File: src/rtl/adler32_check_if.sv
// Byte-stream input and verdict output bundle for the Adler-32 trailer checker.
interface adler32_check_if;
  logic        data_valid;
  logic [7:0]  data;
  logic        last_data;
  logic        done;
  logic        pass;
  logic        short_err;
  logic [31:0] checksum;
  logic [31:0] rx_checksum;

  // Stream source / verdict consumer side
  modport master (
    output data_valid, data, last_data,
    input  done, pass, short_err, checksum, rx_checksum
  );

  // Checker side
  modport slave (
    input  data_valid, data, last_data,
    output done, pass, short_err, checksum, rx_checksum
  );
endinterface

File: src/rtl/adler32_check.sv
// Receive-side Adler-32 checker: the last 4 bytes of each packet are the
// trailer, everything before them is payload. A 4-byte delay line holds back
// the newest bytes so that only bytes known to be payload reach the running
// sum; the delay line then holds the trailer when last_data arrives.
module adler32_check #(
  parameter logic [15:0] MOD        = 16'd65521,
  parameter bit          BIG_ENDIAN = 1'b1
) (
  input  logic           clock,
  input  logic           rst,
  adler32_check_if.slave bus
);

  typedef enum logic {ACCUM = 1'b0, CHECK = 1'b1} state_t;

  state_t          state_q;
  logic [15:0]     a_q, b_q;
  logic [2:0]      count_q;
  logic [3:0][7:0] dl_q;        // dl_q[0] newest byte, dl_q[3] oldest
  logic            done_q, pass_q, short_q;
  logic [31:0]     sum_q, rx_q;

  logic [3:0][7:0] dl_d;
  logic [2:0]      count_d;
  logic [16:0]     a_sum, b_sum;
  logic [15:0]     a_d, b_d;
  logic [31:0]     rx_full_d, rx_d;

  // Delay line after shifting in the current byte; count saturates at 4
  assign dl_d    = {dl_q[2:0], bus.data};
  assign count_d = (count_q >= 3'd4) ? 3'd4 : count_q + 3'd1;

  // Fold the evicted oldest byte into A and B; one conditional subtract each
  always_comb begin
    a_sum = {1'b0, a_q} + {9'd0, dl_q[3]};
    a_d   = (a_sum >= {1'b0, MOD}) ? 16'(a_sum - {1'b0, MOD}) : a_sum[15:0];
    b_sum = {1'b0, b_q} + {1'b0, a_d};
    b_d   = (b_sum >= {1'b0, MOD}) ? 16'(b_sum - {1'b0, MOD}) : b_sum[15:0];
  end

  // Full trailer word: first received byte lands in the MSB (big endian)
  // or in the LSB (little endian)
  for (genvar gi = 0; gi < 4; gi++) begin : g_rx
    if (BIG_ENDIAN) begin : g_be
      assign rx_full_d[8*gi +: 8] = dl_d[gi];
    end else begin : g_le
      assign rx_full_d[8*gi +: 8] = dl_d[3-gi];
    end
  end

  // Short packets report whatever arrived, left-justified and zero-filled
  always_comb begin
    rx_d = rx_full_d;
    case (count_d)
      3'd1:    rx_d = {dl_d[0], 24'h0};
      3'd2:    rx_d = {dl_d[1], dl_d[0], 16'h0};
      3'd3:    rx_d = {dl_d[2], dl_d[1], dl_d[0], 8'h0};
      default: rx_d = rx_full_d;
    endcase
  end

  // Accumulate in ACCUM, deliver the verdict and rearm in CHECK
  always_ff @(posedge clock) begin
    if (rst) begin
      state_q <= ACCUM;
      a_q     <= 16'd1;
      b_q     <= 16'd0;
      count_q <= 3'd0;
      dl_q    <= '0;
      done_q  <= 1'b0;
      pass_q  <= 1'b0;
      short_q <= 1'b0;
      sum_q   <= 32'd0;
      rx_q    <= 32'd0;
    end else begin
      done_q <= 1'b0;
      case (state_q)
        ACCUM: begin
          if (bus.data_valid) begin
            dl_q    <= dl_d;
            count_q <= count_d;
            if (count_q >= 3'd4) begin
              a_q <= a_d;
              b_q <= b_d;
            end
            if (bus.last_data) begin
              rx_q    <= rx_d;
              state_q <= CHECK;
            end
          end
        end
        CHECK: begin
          sum_q   <= {b_q, a_q};
          pass_q  <= (count_q >= 3'd4) && ({b_q, a_q} == rx_q);
          short_q <= (count_q < 3'd4);
          done_q  <= 1'b1;
          a_q     <= 16'd1;
          b_q     <= 16'd0;
          count_q <= 3'd0;
          dl_q    <= '0;
          state_q <= ACCUM;
        end
        default: state_q <= ACCUM;
      endcase
    end
  end

  assign bus.done        = done_q;
  assign bus.pass        = pass_q;
  assign bus.short_err   = short_q;
  assign bus.checksum    = sum_q;
  assign bus.rx_checksum = rx_q;

endmodule

File: src/flat_wrapper.sv
// flat-port wrapper written by rule: the top's interface ports become plain ports
module adler32_check_flat 
#(
  parameter logic [15:0] MOD        = 16'd65521,
  parameter bit          BIG_ENDIAN = 1'b1
)
  (clock, rst, bus_data_valid, bus_data, bus_last_data, bus_done, bus_pass, bus_short_err, bus_checksum, bus_rx_checksum);
  adler32_check_if bus_i ();
  input  logic clock;
  input  logic rst;
  input wire logic [$bits(bus_i.data_valid)-1:0] bus_data_valid;
  input wire logic [$bits(bus_i.data)-1:0] bus_data;
  input wire logic [$bits(bus_i.last_data)-1:0] bus_last_data;
  output wire logic [$bits(bus_i.done)-1:0] bus_done;
  output wire logic [$bits(bus_i.pass)-1:0] bus_pass;
  output wire logic [$bits(bus_i.short_err)-1:0] bus_short_err;
  output wire logic [$bits(bus_i.checksum)-1:0] bus_checksum;
  output wire logic [$bits(bus_i.rx_checksum)-1:0] bus_rx_checksum;
  assign bus_i.data_valid = bus_data_valid;
  assign bus_i.data = bus_data;
  assign bus_i.last_data = bus_last_data;
  assign bus_done = bus_i.done;
  assign bus_pass = bus_i.pass;
  assign bus_short_err = bus_i.short_err;
  assign bus_checksum = bus_i.checksum;
  assign bus_rx_checksum = bus_i.rx_checksum;
  adler32_check #(.MOD(MOD), .BIG_ENDIAN(BIG_ENDIAN)) u_core (.clock(clock), .rst(rst), .bus(bus_i));
endmodule
File: config.mk
export PLATFORM = sky130hd
export DESIGN_NAME = adler32_check_flat
export DESIGN_NICKNAME = d
export VERILOG_FILES = /design/src/rtl/adler32_check_if.sv /design/src/rtl/adler32_check.sv /design/src/flat_wrapper.sv
export SDC_FILE = /design/constraint.sdc
export NUM_CORES = 1
export LEC_CHECK = 0
export BUFFER_PORTS_ARGS = -buffer_cell sky130_fd_sc_hd__buf_2
export CAP_MARGIN = 30
export CORE_ASPECT_RATIO = 0.9
export CORE_UTILIZATION = 44
export DETAILED_ROUTE_END_ITERATION = 8
export PLACE_DENSITY = 0.63
export SLEW_MARGIN = 25
export SYNTH_ARGS = -nofsm -noshare
export SYNTH_HDL_FRONTEND = slang
export SYNTH_SLANG_ARGS = --single-unit
File: constraint.sdc
create_clock -name clock -period 6 [get_ports clock]
set_input_delay 1.5 -clock clock [delete_from_list [all_inputs] [get_ports clock]]
set_output_delay 1.5 -clock clock [all_outputs]
set_load 0.01 [all_outputs]
# Yosys cells after proc, flatten, opt, wreduce, memory -nomap -nowiden
# Index checks and enable logic that the tools add are counted.
[classes]
multipliers = 0
div = 0
n_mux = 18
n_eq_ne = 6
magnitude_cmp = 4
bitwise = 1
addsub = 5
n_reduce_logical = 3
shift = 0
[ops]
columns = ["op", "n"]
rows = [
  ["$mux 16", 6],
  ["$pmux 32 s3", 1],
  ["$pmux 16 s2", 2],
  ["$pmux 32 s2", 1],
  ["$ge 17x16->1 const B", 2],
  ["$eq 32x32->1", 1],
  ["$mux 32", 1],
  ["$sub 16x16->16 const B", 2],
  ["$add 16x16->17", 1],
  ["$add 16x8->17", 1],
  ["$eq 3x2->1 const B", 2],
  ["$mux 3", 2],
  ["$pmux 3 s2", 1],
  ["$add 3x1->3 const B", 1],
  ["$eq 3x1->1 const B", 1],
  ["$ge 3x3->1 const B", 1],
  ["$lt 3x3->1 const B", 1],
  ["$mux 1", 3],
  ["$reduce_and 3->1", 1],
  ["$ne 2x1->1 const B", 1],
  ["$ne 2x2->1 const B", 1],
  ["$pmux 1 s2", 1],
  ["$reduce_and 2->1", 1],
  ["$logic_and 1x1->1", 1],
  ["$not 1->1", 1],
]
[word_totals]
n_memories = 0
latchBits = 0
inputBits = 12
mem_bits_ro = 0
mem_bits_rw = 0
regBits = 135
elab_cells = 50

# Logic depth before layout (Yosys ltp)
# Gate-level depths: netlist of run 1.
[logic_depth]
word_depth = 9
depth_mapped = 24

# Worst setup path before layout of run 1
# OpenSTA, ideal clock, no wires.
[synth_timing]
kind = "flip-flop to flip-flop"
startpoint = "register u_core.a_q[0]"
endpoint = "register u_core.b_q[9]"
period_less_slack_ns = 5.487
required_ns = 5.880
setup_slack_ns = 0.513
setup_ns = 0.120
stages_incl_launch_ff = 24
path_buffers = 1
t_arrival_ns = 5.367
cell_sequence = "dfxtp_1 ha_1 fa_1 a21o_1 a221oi_4 a21oi_2 o31ai_4 a211oi_2 nor4_4 a21oi_2 xnor2_1 ha_1 inv_1 fa_1 nand3b_1 a21oi_2 nor2_1 xor2_1 nor4_4 nand2_1 o21ai_2 buf_2 nor3_1 a211o_1"
[synth_via]
elab_chain_cells = 9
elab_cells_between_ends = 11
[synth_lines]
columns = ["element", "line_no", "rtl"]
rows = [
  ["start, declared", "adler32_check.sv:17", "logic [15:0] a_q, b_q;"],
  ["start signal, assigned", "adler32_check.sv:66", "a_q <= 16'd1;"],
  ["start signal, assigned", "adler32_check.sv:83", "a_q <= a_d;"],
  ["start signal, assigned", "adler32_check.sv:97", "a_q <= 16'd1;"],
  ["$add 16x8->17 *", "adler32_check.sv:35", "a_sum = {1'b0, a_q} + {9'd0, dl_q[3]};"],
  ["$sub 16x16->16 / $ge 17x16->1 (equally long branches)", "adler32_check.sv:36", "a_d = (a_sum >= {1'b0, MOD}) ? 16'(a_sum - {1'b0, MOD}) : a_sum[15:0];"],
  ["$mux 16 *", "adler32_check.sv:36", ""],
  ["$add 16x16->17 *", "adler32_check.sv:37", "b_sum = {1'b0, b_q} + {1'b0, a_d};"],
  ["$sub 16x16->16 / $ge 17x16->1 (equally long branches)", "adler32_check.sv:38", "b_d = (b_sum >= {1'b0, MOD}) ? 16'(b_sum - {1'b0, MOD}) : b_sum[15:0];"],
  ["$mux 16 *", "adler32_check.sv:38", ""],
  ["$mux 16 *", "adler32_check.sv:82", "if (count_q >= 3'd4) begin"],
  ["$mux 16 *", "adler32_check.sv:79", "if (bus.data_valid) begin"],
  ["$pmux 16 s2 *", "adler32_check.sv:77", "case (state_q)"],
  ["end signal, assigned", "adler32_check.sv:67", "b_q <= 16'd0;"],
  ["end signal, assigned", "adler32_check.sv:84", "b_q <= b_d;"],
  ["end signal, assigned", "adler32_check.sv:98", "b_q <= 16'd0;"],
  ["end, declared", "adler32_check.sv:17", ""],
]
# Every way passes the cells marked *; elsewhere a longest branch is shown, timed or not. The select of a mux whose other input is x is not followed.
# A chain may end at the register's enable or synchronous reset.

# Worst setup path in the final report of run 1
[layout_timing]
startpoint = "register u_core.dl_q[28] in the netlist's numbering"
endpoint = "register u_core.b_q[5]"
[layout_via]
elab_chain_cells = 9
elab_cells_between_ends = 11
[layout_lines]
columns = ["element", "line_no", "rtl"]
rows = [
  ["start, declared", "adler32_check.sv:19", "logic [3:0][7:0] dl_q;"],
  ["start signal, assigned", "adler32_check.sv:80", "dl_q <= dl_d;"],
  ["$add 16x8->17 *", "adler32_check.sv:35", ""],
  ["$sub 16x16->16 / $ge 17x16->1 (equally long branches)", "adler32_check.sv:36", ""],
  ["$mux 16 *", "adler32_check.sv:36", ""],
  ["$add 16x16->17 *", "adler32_check.sv:37", ""],
  ["$sub 16x16->16 / $ge 17x16->1 (equally long branches)", "adler32_check.sv:38", ""],
  ["$mux 16 *", "adler32_check.sv:38", ""],
  ["$mux 16 *", "adler32_check.sv:82", ""],
  ["$mux 16 *", "adler32_check.sv:79", ""],
  ["$pmux 16 s2 *", "adler32_check.sv:77", ""],
]
# Marked as above.

==> results.toml, run 1 <==
[global_route]
grt_pass1_vias = 6835
antenna_found_initial = 0
track_usage = 0.273
grt_max_degree = 47
overflow = 0
grt_pass1_wl_um = 39700

[sta]
fin_setup_tns_ns = 0
slew_headroom = 0.353
setup_violations = 0
finalCritPeriodShare = 0.977
fin_worst_skew_ns = 0.00790
min_period_ns = 5.86
slew_violations = 0
max_freq_ghz = 0.171
hold_viol = 0
worst_slew_pin_slew_ns = 0.962

[power]
swShare = 0.269
combPwrFrac = 0.098
clkPwrFrac = 0.462
powerDensity_nw_per_um2 = 224
power.switching_uw = 582
leakage_uw = 0.00414
intPower_uw = 1580
pwr-share-seq = 0.440
ir_worst_vdd_mv = 0.212

[worst_setup_path]
crit_family = "compound AO/OA/AOI/OAI gates"
slowest_stage = "a2111o_1"
crit_chain = "ha_1, a21o_1, a31oi_2, a211oi_1, nor3_1, o211ai_1, nor4_4, buf_4, a21oi_1, xnor2_1, ha_2, a21o_1, a2111o_1, a211o_1, o2111ai_2, a31oi_2, nand4_1, o21ai_4, buf_6, nor4b_2, or3_1"
crit_type = "register to register"
cp_max_fo = 7
slowest_delay_ns = 0.47
cp.arrival_ns = 6.16
end_kind = "register"
critical_path_buf_inv_count = 2
required_ns = 6.30
crit_path_start_kind = "register"

[routing]
first_pass_iters = 7
routed.top_layer = "met4"
met3_length_um = 1810
vias = 7701
wl_met1_um = 12700
viasPerCell = 5.92
wl_per_cell_um = 20.2
ant_nets = 0
totalWireLength_um = 26300
wl_met2_um = 11300
drc = 0
drtIter0Drc = 870

[layout]
final_core_util = 0.542
antennaDiodeCount = 0
drive_gt1_frac = 0.203
fin_nets = 1095
layoutNonFillerInstCount = 1300
area_growth_pct = 18.9
fin_area_um2 = 9670

[clock_network]
root_buffer = "clkbuf_16"
cts_tree = "done"
clock_sink_count = 135
htree_levels = 4
hold_buffers = 0
clkLatencyLatePin_ns = 0.42
clkSlewWorstSetupHoldPaths_ns = 0.06
clk_path_buf_depth = 2
cts-buffers-inserted = 17

[run]
maxCapViolations = 0

[synthesis]
synth_cell_types = 75
synth_top_cell_by_area = "dfxtp_1"
synth_edf_count = 0
syn_nets = 1012
synth_area_per_cell_um2 = 8.42
synth-seq-cells = 135
synthTopCellsByArea = "dfxtp_1 (33%), mux2i_1 (9.1%), nor2_1 (6.2%)"
synth-seq-area-share = 0.332
synthArstFlopShare = 0
synth_top_area_share = 0.332
netlist_area_um2 = 8130
synth_ff_type = "dfxtp_1"
synth_common_cells = "dfxtp_1 (135), nor2_1 (135), mux2i_1 (74)"
syn_inst = 966
synth_warnings = 0

[floorplanning]
fp.coreArea_um2 = 17800
rows = 46
num_io_pins = 79
die_area_um2 = 19000
dieHeight_um = 131
initial_utilization = 0.456
fp.dieW_um = 145

[placement]
port_buffers = 78
hpwl_um = 18700
dpl_cell_area_um2 = 8830
placed_cells = 1255
globalplace.congestion = 0.936

[hold_path]
min_path_type = "register to register"

[run_status]
status = "finished clean"
==> through the flow <==
step           total power (µW)  hold WS, ns  setup WS, ns
2_1_floorplan              1100        0.463         0.513
3_3_place_gp               1170        0.466         0.118
3_5_place_dp               1180        0.476        0.0162
4_1_cts                    2170        0.490        0.0173
5_1_grt                    2230        0.512       -0.0897
6_report                   2160        0.484         0.137
==> routing by layer <==
metal,GRT usage,up-vias
met3,0.0556,27
met1,0.399,3695
met4,0.0885,0
met2,0.398,311
met5,0,-
li1,-,3668
==> power by group through the flow <==
stage	Clock [µW]	Sequential [µW]	Combinational, µW
6_report	998	951	213
4_1_cts	1010	950	206
3_5_place_dp	0	970	205
2_1_floorplan	0	962	134
5_1_grt	1050	952	229
3_3_place_gp	0	970	203
==> layout by cell type, fill, tap and decap left out, types with 5 or more instances in the layout <==
master,count
o31ai_1,6
o21a_1,6
a222oi_1,8
dfxtp_1,133
o211ai_1,10
xnor2_1,24
buf_4,43
a22o_1,5
nor2_1,133
a221oi_1,17
buf_2,78
or2_2,7
or3_1,10
xor2_1,31
mux2i_1,74
nand2b_1,9
a21o_1,17
inv_1,33
nand3_1,20
nand4_1,14
a211oi_1,10
nor4_1,9
a21oi_2,6
nor3_1,29
a31oi_1,9
ha_1,28
a221o_1,7
nand2_1,52
and2_1,11
a22oi_1,9
a21oi_1,34
o21ai_0,39
and3_1,9
clkbuf_16,17
==> kinds of logic after synthesis <==
kind of cell / synth area share
AO/OA/AOI/OAI: 0.210
AND/OR/NAND/NOR: 0.201
XOR/XNOR: 0.0636
buffers and inverters: 0.0454
multiplexers: 0.0939
flip-flops: 0.332
adder cells (fa/ha/maj): 0.0542
==> worst paths after layout <==
kind                           startpoint                       to  slack, ns  depth (start not counted)
setup reg to reg          u_core.dl_q[28]            u_core.b_q[5]       0.14                         21
hold / removal    u_core.bus.checksum[15]  u_core.bus.checksum[15]       0.48                          2
hold reg to reg   u_core.bus.checksum[15]  u_core.bus.checksum[15]       0.48                          2
setup / recovery          u_core.dl_q[28]            u_core.b_q[5]       0.14                         21
==> sequential cells by signal, indices dropped and copies added (netlist names), 3 cells and up <==
| signal | flops |
|---|---|
| u_core.a_q | 16 |
| u_core.b_q | 16 |
| u_core.count_q | 3 |
| u_core.dl_d | 24 |
| u_core.dl_q | 8 |
| u_core.bus.rx_checksum | 32 |
| u_core.bus.checksum | 32 |
==> worst reg2reg max path: stages, from the launching register on <==
cell and delay, ns:
dfxtp_1 0.35, ha_1 0.40, a21o_1 0.24, a31oi_2 0.38, a211oi_1 0.21, nor3_1 0.26
o211ai_1 0.21, nor4_4 0.45, buf_4 0.19, a21oi_1 0.07, xnor2_1 0.29, ha_2 0.35
a21o_1 0.21, a2111o_1 0.47, a211o_1 0.30, o2111ai_2 0.21, a31oi_2 0.10, nand4_1 0.24
o21ai_4 0.10, buf_6 0.17, nor4b_2 0.15, or3_1 0.39
==> layout make-up <==
class / count / area [µm²]
inverters: 33 / 124
multi-input cells: 736 / 5220
well taps: 240 / 300
flip-flops and latches: 135 / 2710
fillers: 1648 / 8180
clock inverters: 11 / 100
repair buffers: 126 / 766
clock buffers: 19 / 453
==> what timing repair did <==
action | in CTS | in global routing
buffers inserted | 0 | 13
endpoints found under the hold margin | 0 | 0
endpoints found under the setup margin | 1 | 16
pin swaps | 1 | 17
resized for setup | 0 | 37
(Power assumes the default switching activity.)
==> run 2: changes to the inputs <==
--- a/config.mk
+++ b/config.mk
@@ -5,6 +5,7 @@
 export SDC_FILE = /design/constraint.sdc
 export NUM_CORES = 1
 export LEC_CHECK = 0
+export ABC_AREA = 1
 export BUFFER_PORTS_ARGS = -buffer_cell sky130_fd_sc_hd__buf_2
 export CAP_MARGIN = 30
 export CORE_ASPECT_RATIO = 0.9
==> run 2 against run 1 <==
Net effect: total power rose by 6.5%; combinational power rose by 6%; non-clock buffer count fell by 39; highest routed layer unchanged; sequential share of layout area fell by 0.46 points; largest cell class unchanged; clock-buffer cell count fell by 1; area after synthesis rose by 5.8%; critical endpoint is now u_core.b_q[3].
==> results.toml, run 2 <==
[layout]
antennaDiodeCount = 0
drive_gt1_frac = 0.126
final_common_cell = "nand2_1"
fin_nets = 1434
layout_common_cells = "nand2_1 (403), inv_1 (163), dfxtp_1 (135)"
area_growth_pct = 14.1

[routing]
ant_nets = 0
totalWireLength_um = 30000
drtIter0Drc = 751
drc = 0
first_pass_iters = 5
vias = 9128
wl_per_cell_um = 18.2
viasPerCell = 5.53

[synthesis]
synthTopCellsByArea = "dfxtp_1 (31%), nand2_1 (18%), inv_1 (7.1%)"
synth_edf_count = 0
synthArstFlopShare = 0
synth-seq-area-share = 0.314
synth_area_per_cell_um2 = 6.49
synth_common_cells = "nand2_1 (403), inv_1 (163), dfxtp_1 (135)"
netlist_area_um2 = 8610
syn_nets = 1371
synth_cell_types = 51
synth_top_cell_by_area = "dfxtp_1"
syn_inst = 1325
synth_warnings = 0
synth_ff_type = "dfxtp_1"
synth_top_area_share = 0.314
synth_most_common_cell = "nand2_1"
synth-seq-cells = 135

[worst_setup_path]
worst_path_most_repeated_cell = "nand2_1"
slowest_delay_ns = 0.47
cp.arrival_ns = 5.71
crit_path_start_kind = "register"
required_ns = 6.34
cp_max_fo = 25
slowest_stage = "fa_1"
crit_type = "register to register"
end_kind = "register"

[sta]
slew_violations = 0
fin_worst_skew_ns = 0.0135
slew_headroom = 0.422
hold_viol = 0
min_period_ns = 5.37
max_freq_ghz = 0.186
setup_violations = 0
worst_slew_pin_slew_ns = 0.864
rsz0062_at_grt = "no"
post-route-worst-setup-slack_ns = 0.634
finalCritPeriodShare = 0.894
fin_setup_tns_ns = 0

[global_route]
overflow = 0
grt_pass1_vias = 8260
grt_max_degree = 58
grt_pass1_wl_um = 46200
track_usage = 0.301
antenna_found_initial = 1

[placement]
globalplace.congestion = 0.961
dp_slack_ns = 0.753
hpwl_um = 22900
port_buffers = 78

[floorplanning]
fp.coreArea_um2 = 19200
initial_utilization = 0.449
die_area_um2 = 20100
rows = 48
num_io_pins = 79
fp.dieW_um = 149
dieHeight_um = 135

[run]
maxCapViolations = 0

[power]
ir_worst_vdd_mv = 0.193
powerDensity_nw_per_um2 = 234
leakage_uw = 0.00458

[run_status]
status = "finished clean"

[clock_network]
root_buffer = "clkbuf_16"
hold_buffers = 0
ctsResizeCount = 0
htree_levels = 4
clock_sink_count = 135
clk_path_buf_depth = 2
clkLatencyLatePin_ns = 0.42
cts_tree = "done"
clkSlewWorstSetupHoldPaths_ns = 0.06
postCtsSetupBuffers = 0
cts-buffers-inserted = 17

[hold_path]
min_path_type = "register to register"
run 2: changes by cell type in the layout (fill, tap and decap cells not counted), sizes merged, moves of 42 or more:
cell	change
nand2	+372
a21oi	+49
nor2	-42
mux2i	-74
nand3	+106
inv	+139
run 2: worst max-delay path, delay by kind of cell (launching register included):
| family | cells | cell delay [ns] |
|---|---|---|
| flip-flops | 1 | 0.34 |
| buffers and inverters | 2 | 0.22 |
| adder cells (fa/ha/maj) | 4 | 1.38 |
| AO/OA/AOI/OAI | 1 | 0.15 |
| XOR/XNOR | 2 | 0.58 |
| AND/OR/NAND/NOR | 21 | 2.64 |
run 2: metrics by stage:
step	power (µW)	cells	area [µm²]	hold WS [ns]	util
5_1_grt	2380	1650	9820	0.468	0.513
3_3_place_gp	1190	1619	9200	0.433	0.480
4_1_cts	2310	1650	9820	0.454	0.513
2_1_floorplan	1110	1325	8610	0.445	-
3_5_place_dp	1190	1619	9200	0.439	0.480
6_report	2300	1650	9820	0.450	0.513
run 2: worst paths after layout:
kind / start / endpoint / slack [ns] / cells past startpoint
max reg2reg: u_core.a_q[0] / u_core.b_q[3] / 0.63 / 30
max: u_core.a_q[0] / u_core.b_q[3] / 0.63 / 30
min: u_core.bus.short_err / u_core.bus.short_err / 0.45 / 2
min reg2reg: u_core.bus.short_err / u_core.bus.short_err / 0.45 / 2
run 2: logic make-up (layout without fill, tap and decap cells):
family                   count (synthesis)  after routing  share of synthesized area
adder cells (fa/ha/maj)                 34             34                     0.0512
AO/OA/AOI/OAI                          205            205                      0.145
XOR/XNOR                                30             30                     0.0314
buffers and inverters                  213            288                     0.0970
AND/OR/NAND/NOR                        708            708                      0.361
flip-flops                             135            135                      0.314
run 2: layer usage:
metal / GRT usage / routed length [µm] / up-vias
met1: 0.432 / 13900 / 4270
met5: 0 / 0 / -
li1: - / - / 4469
met2: 0.455 / 13300 / 354
met4: 0.0811 / 481 / 0
met3: 0.0561 / 2370 / 35
run 2: final cells by class:
type,count,area [µm²]
clock buffers,18,429
clock inverters,13,193
fillers,1949,9340
inverters,170,638
multi-input cells,977,5090
flip-flops and latches,135,2700
well taps,250,313
repair buffers,87,458
run 2: power breakdown:
part | internal, µW | leakage (µW) | total [µW] | switching (µW)
combinational | 71.2 | 0.00319 | 226 | 155
clock | 700 | 0.000298 | 1120 | 424
sequential | 922 | 0.00110 | 952 | 29.1
==> run 3: changes to the inputs <==
--- a/config.mk
+++ b/config.mk
@@ -11,7 +11,6 @@
 export CORE_ASPECT_RATIO = 0.9
 export CORE_UTILIZATION = 44
 export DETAILED_ROUTE_END_ITERATION = 8
-export PLACE_DENSITY = 0.63
 export SLEW_MARGIN = 25
 export SYNTH_ARGS = -nofsm -noshare
 export SYNTH_HDL_FRONTEND = slang
==> run 3 against run 2 <==
Net effect: die area unchanged; final cell count did not move; combinational power about the same; largest cell class unchanged; highest routed layer unchanged.
==> results.toml, run 3 (synthesis results as in run 2) <==
[run_status]
status = "finished clean"

[placement]
dp_slack_ns = 0.611
port_buffers = 78
hpwl_um = 23200
globalplace.congestion = 1.01

[power]
power.total_uw = 2160
swShare = 0.276
pwr-share-seq = 0.442
leakage_uw = 0.00455
power.switching_uw = 595
combPwrFrac = 0.105
ir_worst_vdd_mv = 0.204
clkPwrFrac = 0.453
intPower_uw = 1560
powerDensity_nw_per_um2 = 221

[worst_setup_path]
slowest_delay_ns = 0.45
crit_family = "simple AND/OR/NAND/NOR gates"
slowest_stage = "fa_1"
cp.arrival_ns = 5.83
crit_path_start_kind = "register"
end_kind = "register"
crit_type = "register to register"
critical_path_buf_inv_count = 3
path_depth = 32
ff2ff_path_depth = 32
worst_path_most_repeated_cell = "nand2_1"
cp_max_fo = 25
required_ns = 6.35

[sta]
worst_slew_pin_slew_ns = 0.863
setup_violations = 0
fin_setup_tns_ns = 0
post-route-worst-setup-slack_ns = 0.517
slew_headroom = 0.424
finalCritPeriodShare = 0.914
min_period_ns = 5.48
slew_violations = 0
fin_worst_skew_ns = 0.0136
rsz0062_at_grt = "no"
max_freq_ghz = 0.182
hold_viol = 0

[floorplanning]
initial_utilization = 0.449
fp.coreArea_um2 = 19200
num_io_pins = 79
dieHeight_um = 135
rows = 48
fp.dieW_um = 149
die_area_um2 = 20100

[global_route]
grt_pass1_vias = 8038
antenna_found_initial = 0
track_usage = 0.303
overflow = 0
grt_pass1_wl_um = 46000
grt_max_degree = 58

[layout]
drive_gt1_frac = 0.125
final_common_cell = "nand2_1"
antennaDiodeCount = 0
fin_nets = 1434
area_growth_pct = 13.3
final_core_util = 0.509
layout_common_cells = "nand2_1 (403), inv_1 (163), dfxtp_1 (135)"
n_fill_cell = 2012

[clock_network]
clock_sink_count = 135
clk_path_buf_depth = 2
postCtsSetupBuffers = 0
clkLatencyLatePin_ns = 0.43
clkSlewWorstSetupHoldPaths_ns = 0.06
root_buffer = "clkbuf_16"
hold_buffers = 0
cts_tree = "done"
htree_levels = 4
cts-buffers-inserted = 17
ctsResizeCount = 0

[routing]
ant_nets = 0
totalWireLength_um = 30300
viasPerCell = 5.53
drtIter0Drc = 771
drc = 0
first_pass_iters = 5
vias = 9126
wl_per_cell_um = 18.3

[hold_path]
min_path_type = "register to register"
min_path_cells = 2

[run]
maxCapViolations = 0
## run 3: worst paths after layout
path | startpoint | end | slack (ns)
max | u_core.a_q[0] | u_core.b_q[13] | 0.52
min | u_core.bus.checksum[29] | u_core.bus.checksum[29] | 0.45
max reg2reg | u_core.a_q[0] | u_core.b_q[13] | 0.52
min reg2reg | u_core.bus.checksum[29] | u_core.bus.checksum[29] | 0.45
## run 3: area by class of cell
type	instances	area, µm²	area share
clock buffers	19	433	0.0444
clock inverters	12	105	0.0108
inverters	170	638	0.0655
multi-input cells	977	5090	0.522
flip-flops and latches	135	2700	0.277
well taps	250	313	0.0321
repair buffers	87	470	0.0483
## run 3: layer usage
layer  GRT usage  share of wire  routed length (µm)  vias to the layer above
met2       0.453           0.43               13000                      371
met1       0.435           0.46               14000                     4238
met4      0.0930          0.023                 693                        0
met5           0              0                   0                        -
li1            -              -                   -                     4473
met3      0.0615          0.085                2580                       44
## run 3: power groups by stage
stage / Sequential, µW / Combinational (µW) / Clock [µW]
2_1_floorplan: 964 / 144 / 0
3_3_place_gp: 972 / 219 / 0
3_5_place_dp: 972 / 220 / 0
4_1_cts: 952 / 221 / 984
5_1_grt: 955 / 249 / 1020
6_report: 953 / 227 / 976
## run 3: through the flow
| step | hold slack (ns) | instances | area, µm² |
|---|---|---|---|
| 6_report | 0.450 | 1650 | 9750 |
| 5_1_grt | 0.483 | 1650 | 9750 |
| 4_1_cts | 0.456 | 1649 | 9730 |
| 3_5_place_dp | 0.441 | 1618 | 9190 |
| 3_3_place_gp | 0.435 | 1618 | 9190 |
| 2_1_floorplan | 0.445 | 1325 | 8610 |
## run 3: tightest hold or removal path, stage by stage, from the launching register on
cell and delay [ns]:
dfxtp_1 0.32, nand2_1 0.05, o21ai_0 0.05
